File: src/rtl/ibis_dvi_scanout.sv
// Framebuffer scan-out: prefetches pixel bursts into a FIFO and feeds one pixel per de cycle to the TMDS encoders.
// Optional IBIS_SCANOUT_REPEAT_EN: on underflow, repeat the last popped pixel instead of black.
module ibis_dvi_scanout #(
   parameter int unsigned H_ACTIVE   = 640,
   parameter int unsigned V_ACTIVE   = 480,
   parameter int unsigned BURST      = 16,
   parameter int unsigned FIFO_DEPTH = 64,
   parameter int unsigned ADDR_W     = 24
) (
   input  logic                          aclk,
   input  logic                          aresetn,
   input  logic                          enable,
   input  logic [ADDR_W-1:0]             fb_base,
   input  logic                          frame_start,
   input  logic                          de,
   output logic                          req_valid,
   output logic [ADDR_W-1:0]             req_addr,
   input  logic                          req_ready,
   input  logic                          rsp_valid,
   input  logic [23:0]                   rsp_data,
   output logic [23:0]                   rgb,
   output logic                          underflow,
   output logic [$clog2(FIFO_DEPTH):0]   fifo_level
);

   localparam int unsigned PIX_W = 24;
   localparam int unsigned PTR_W = $clog2(FIFO_DEPTH);
   localparam int unsigned LVL_W = PTR_W + 1;
   localparam int unsigned SUM_W = LVL_W + 2;
   localparam int unsigned TOTAL = H_ACTIVE * V_ACTIVE;
   localparam int unsigned CNT_W = $clog2(TOTAL + 1);

   typedef enum logic [2:0] {IDLE, FLUSH, FETCH, REQ, DONE} state_t;

   state_t             state, state_nxt;
   logic               pend, pend_nxt;
   logic               req_valid_nxt;
   logic               hs_c, load_c;
   logic [LVL_W-1:0]   outstanding;
   logic [CNT_W-1:0]   fetch_cnt;
   logic [SUM_W-1:0]   used_c;
   logic               credit_ok_c, fetch_done_c;
   logic               flush_c, pop_c, push_c, rsp_dec_c;
   logic [PTR_W-1:0]   wr_ptr, rd_ptr;
   logic [PIX_W-1:0]   mem [FIFO_DEPTH];

   // Room for another burst once buffered plus in-flight pixels leave BURST free.
   assign used_c       = SUM_W'(fifo_level) + SUM_W'(outstanding) + SUM_W'(BURST);
   assign credit_ok_c  = used_c <= SUM_W'(FIFO_DEPTH);
   assign fetch_done_c = fetch_cnt >= CNT_W'(TOTAL);

   assign flush_c   = (state == FLUSH);
   assign pop_c     = de && !flush_c && (fifo_level != '0);
   assign push_c    = rsp_valid && !flush_c && ((fifo_level != LVL_W'(FIFO_DEPTH)) || pop_c);
   assign rsp_dec_c = rsp_valid && (outstanding != '0);

   // Next-state logic; a frame restart seen during REQ waits for the handshake.
   always_comb begin
      state_nxt     = state;
      pend_nxt      = pend;
      req_valid_nxt = req_valid;
      hs_c          = 1'b0;
      load_c        = 1'b0;
      case (state)
         IDLE: begin
            if (frame_start) state_nxt = FLUSH;
         end
         FLUSH: begin
            if (!frame_start && (outstanding == '0)) begin
               load_c    = 1'b1;
               state_nxt = FETCH;
            end
         end
         FETCH: begin
            if (frame_start) begin
               state_nxt = FLUSH;
            end else if (fetch_done_c) begin
               state_nxt = DONE;
            end else if (credit_ok_c) begin
               req_valid_nxt = 1'b1;
               state_nxt     = REQ;
            end
         end
         REQ: begin
            pend_nxt = pend || frame_start;
            if (req_ready) begin
               hs_c          = 1'b1;
               req_valid_nxt = 1'b0;
               pend_nxt      = 1'b0;
               state_nxt     = (pend || frame_start) ? FLUSH : FETCH;
            end
         end
         DONE: begin
            if (frame_start) state_nxt = FLUSH;
         end
         default: begin
            state_nxt     = IDLE;
            req_valid_nxt = 1'b0;
            pend_nxt      = 1'b0;
         end
      endcase
   end

   // Control registers: FSM state, request channel, credit counters.
   always_ff @(posedge aclk) begin
      if (!aresetn) begin
         state       <= IDLE;
         pend        <= 1'b0;
         req_valid   <= 1'b0;
         req_addr    <= '0;
         fetch_cnt   <= '0;
         outstanding <= '0;
      end else if (enable) begin
         state     <= state_nxt;
         pend      <= pend_nxt;
         req_valid <= req_valid_nxt;
         if (load_c) begin
            req_addr  <= fb_base;
            fetch_cnt <= '0;
         end else if (hs_c) begin
            req_addr  <= req_addr + ADDR_W'(BURST);
            fetch_cnt <= fetch_cnt + CNT_W'(BURST);
         end
         case ({hs_c, rsp_dec_c})
            2'b10:   outstanding <= outstanding + LVL_W'(BURST);
            2'b01:   outstanding <= outstanding - LVL_W'(1);
            2'b11:   outstanding <= outstanding + LVL_W'(BURST - 1);
            default: outstanding <= outstanding;
         endcase
      end
   end

   // Pixel FIFO pointers, occupancy and output pixel.
   always_ff @(posedge aclk) begin
      if (!aresetn) begin
         wr_ptr     <= '0;
         rd_ptr     <= '0;
         fifo_level <= '0;
         rgb        <= '0;
         underflow  <= 1'b0;
      end else if (enable) begin
         if (flush_c) begin
            wr_ptr     <= '0;
            rd_ptr     <= '0;
            fifo_level <= '0;
         end else begin
            if (push_c) wr_ptr <= wr_ptr + PTR_W'(1);
            if (pop_c)  rd_ptr <= rd_ptr + PTR_W'(1);
            if (push_c && !pop_c)      fifo_level <= fifo_level + LVL_W'(1);
            else if (pop_c && !push_c) fifo_level <= fifo_level - LVL_W'(1);
         end
         if (de) begin
            if (pop_c) begin
               rgb <= mem[rd_ptr];
            end else begin
               underflow <= 1'b1;
`ifdef IBIS_SCANOUT_REPEAT_EN
               // rgb only ever changes on a pop here, so it already holds the last popped pixel.
               rgb <= rgb;
`else
               rgb <= '0;
`endif
            end
         end
      end
   end

   always_ff @(posedge aclk) begin
      if (aresetn && enable && push_c) mem[wr_ptr] <= rsp_data;
   end

endmodule

File: config.mk
export PLATFORM = sky130hd
export DESIGN_NAME = ibis_dvi_scanout
export DESIGN_NICKNAME = d
export VERILOG_FILES = /design/src/rtl/ibis_dvi_scanout.sv
export SDC_FILE = /design/constraint.sdc
export NUM_CORES = 2
export LEC_CHECK = 0
export ABC_AREA = 1
export BUFFER_PORTS_ARGS = -buffer_cell sky130_fd_sc_hd__buf_4
export CELL_PAD_IN_SITES_DETAIL_PLACEMENT = 0
export CELL_PAD_IN_SITES_GLOBAL_PLACEMENT = 1
export CORE_AREA = 2 2 372 374
export CTS_CLUSTER_DIAMETER = 60
export DETAILED_ROUTE_END_ITERATION = 16
export DIE_AREA = 0 0 374 376
export GPL_TIMING_DRIVEN = 1
export PLACE_DENSITY = 0.74
export SLEW_MARGIN = 20
export SYNTH_ARGS = -nofsm -noshare
export SYNTH_HDL_FRONTEND = slang
export SYNTH_SLANG_ARGS = --single-unit
export TNS_END_PERCENT = 1
File: constraint.sdc
create_clock -name aclk -period 4.8 [get_ports aclk]
set_input_delay 0 -clock aclk [delete_from_list [all_inputs] [get_ports aclk]]
set_output_delay 0 -clock aclk [all_outputs]
set_load 0.02 [all_outputs]
==> reports/metrics.csv <==
metric,value,unit
syn-cell-area,0.0678,mm2
sw_frac_of_total,27.2,%
num_io_pins,112,
seq_area,0.0482,mm2
period_share,79.0,%
layout-drive-gt1-share,8.80,%
ys_warn_count,0,
ff2ff_setup_slack,1.01,ns
combPwrFrac,15.0,%
vias,45906,
slowest_delay,0.55,ns
crit_top_cell,nand2_1,
cts_root_buffer,clkbuf_16,
critical_path_depth,16,
drt-wirelength-per-cell,23.7,um
drt-total-wl,191000,um
syn_to_final_growth,12.9,%
clk_latency,0.81,ns
ys_seq_elements,1637,
ant_nets,0,
drt_iter0_drc,4941,
overflow,0,
final-setup-viol-count,0,
final_cell_mix,"nand2_1, edfxtp_1, nand3_1, buf_4, clkbuf_16",
drt-pass1-iter-count,5,
crit_chain,ha_1 > ha_1 > inv_1 > fa_1 > inv_1 > nand4_1 > nand3_1 > nand2_1 > a21oi_1 > nand2_1 > nand2_1 > nand2_1 > nor2_1 > dlygate4sd3_1 > nor2_1 > dlygate4sd3_1,
period_needed,3.79,ns
switchingPower,0.00919,W
synth_cells,6013,
hold_path_depth,4,
place_area,0.0701,mm2
power.internal,0.0246,W
worst_slew_margin_rel,29.7,%
fin_setup_tns,0,ns
worstSetupStartpointType,flip-flop,
start_util,49.6,%
grt_pass1_vias,43527,
row_count,136,
core,0.137,mm2
maxCapViolCount,0,
cp.required,5.48,ns
synthFlopType,edfxtp_1,
power_frac_clock,38.1,%
timing.fmax,264,MHz
power_per_cell_area,442,mW/mm2
crit_buf_inv,4,
grt_pass1_wl,282000,um
status,"complete, no violations",
p_leak,27.7,nW
h-tree-depth,4,
grt_max_degree,220,
track_usage,27.0,%
clkTransAtPathRegs,0.06,ns
async_reset_ff_share,0,%
grt_antenna_before_repair,5,
rsz0062_at_grt,false,
n_fill_cell,11370,
syn_avg_cell_area,11.3,um2
worst_slew_pin_slew,1.05,ns
crit_arrival,4.47,ns
fp.dieW,374,um
multiInputGateArea,0.0173,mm2
holdCritPathClass,input port to flip-flop,
synth.distinct_cells,45,
hold_viol_final,0,
cts_repair_resize_count,0,
cts.sinks,1637,
crit_fanout,5,
io_buffers,111,
seq_area_frac_synth,71.0,%
crit_family,buffers and inverters,
dp_hpwl,99000,um
die_h,376,um
cts_buffers,168,
cts_tree,done,
crit_type,flip-flop to flip-flop,
endpoint_kind,flip-flop,
num-nets-final,6240,
ir_drop,0.000473,V
synth_edf_count,1536,
dieArea,0.141,mm2
vias_per_cell,5.68,
skew,0.0334,ns
maxSlewViolCount,0,
synth_fp_nets,6099,
drc,0,
seqPwrFrac,46.9,%
reg2reg_depth,16,
slowest_stage,dlygate4sd3_1,
cts_buffer_depth,3,
layout_commonest_cell,nand2_1,
design_area,0.0766,mm2
routabilityCongestion,0.858,
[flip-flops by register name, summed over array words and instances, names as in the netlist, named ones only]
register,flops
outstanding,7
req_valid,1
mem,1536
state,3
fetch_cnt,15
wr_ptr,6
req_addr,24
pend,1
rd_ptr,6
fifo_level,7
underflow,1
rgb,24
[routing by layer]
layer | track usage [%] | vias to the layer above | routed length, um
met1 | 38.1 | 22535 | 81500
met4 | 8.91 | 0 | 5570
li1 | - | 21280 | -
met5 | 0 | - | 0
met2 | 42.5 | 1788 | 88600
met3 | 4.95 | 303 | 15800
[per-stage QoR]
| stage | hold slack, ns | cells | util [%] | setup slack, ns | power [W] |
|---|---|---|---|---|---|
| floorplan | 0.0989 | 6013 | - | 0.641 | 0.0196 |
| global placement | 0.254 | 7679 | 51.3 | 1.66 | 0.0210 |
| detailed placement | 0.268 | 7679 | 51.3 | 1.60 | 0.0211 |
| CTS | 0.0112 | 8088 | 56.0 | 1.07 | 0.0339 |
| global route | 0.0818 | 8089 | 56.0 | 0.802 | 0.0350 |
| finish | 0.0731 | 8089 | 56.0 | 1.01 | 0.0338 |
[logic make-up after synthesis]
kind of cell,Yosys count,share of synthesized area (%)
and+or+nand+nor,3694,23.1
DFF,1637,71.0
buffers and inverters,467,3.64
AOI/OAI and AO/OA,153,1.21
xor gates and xnor gates,31,0.401
adders and majority gates,31,0.594
[tightest hold or removal path, stage by stage]
cell and delay [ns]:
dlygate4sd3_1 0.55, buf_4 0.14, nand2_1 0.06, a311oi_1 0.08
[power groups by stage]
stage	Combinational [W]	Sequential (W)	Clock (W)
3_5_place_dp	0.00494	0.0162	0
4_1_cts	0.00503	0.0158	0.0131
2_1_floorplan	0.00341	0.0162	0
3_3_place_gp	0.00490	0.0161	0
6_report	0.00506	0.0159	0.0129
5_1_grt	0.00559	0.0159	0.0136
[cells in the mapped netlist (2+ instances only)]
cell,n,area (um2)
nor4_1,3,18.8
nand2_1,2167,8130
buf_6,43,484
nand2_2,3,18.8
o21ai_0,52,260
nor3_1,18,90.1
nand4_1,17,106
nand3_1,1343,6720
nor2_1,130,488
inv_1,98,368
fa_1,2,40.0
edfxtp_1,1536,46100
ha_1,29,363
nor2_2,5,31.3
a31oi_1,14,87.6
dfxtp_1,101,2020
clkbuf_1,75,282
o21bai_1,2,15.0
buf_2,160,801
buf_1,41,154
xnor2_1,13,114
a211oi_1,2,15.0
xor2_1,18,158
or2_2,2,12.5
buf_8,4,60.1
inv_2,6,22.5
a21oi_1,75,375
clkinv_1,3,11.3
buf_4,34,255
or3_1,2,12.5
[area by class of cell]
cell class / instances / area share (%)
well taps: 1794 / 2.93
clock inverters: 90 / 1.14
flip-flops and latches: 1637 / 62.9
repair buffers: 330 / 3.85
diodes: 1 / 0.00327
multi-input cells: 3909 / 22.6
clock buffers: 220 / 5.94
inverters: 108 / 0.577
[timing repair]
action                    in CTS  in global routing
setup buffers                  0                  0
hold endpoints to repair    1622                  0
hold buffers                  99                  0
[path summary, 6_finish.rpt]
check	start	endpoint
hold / removal	fb_base[7]	req_addr[7]
hold reg to reg	req_valid	req_valid
setup / recovery	fifo_level[1]	state[2]
setup reg to reg	fifo_level[1]	state[2]
No activity file was read; power rests on OpenSTA's default activity.
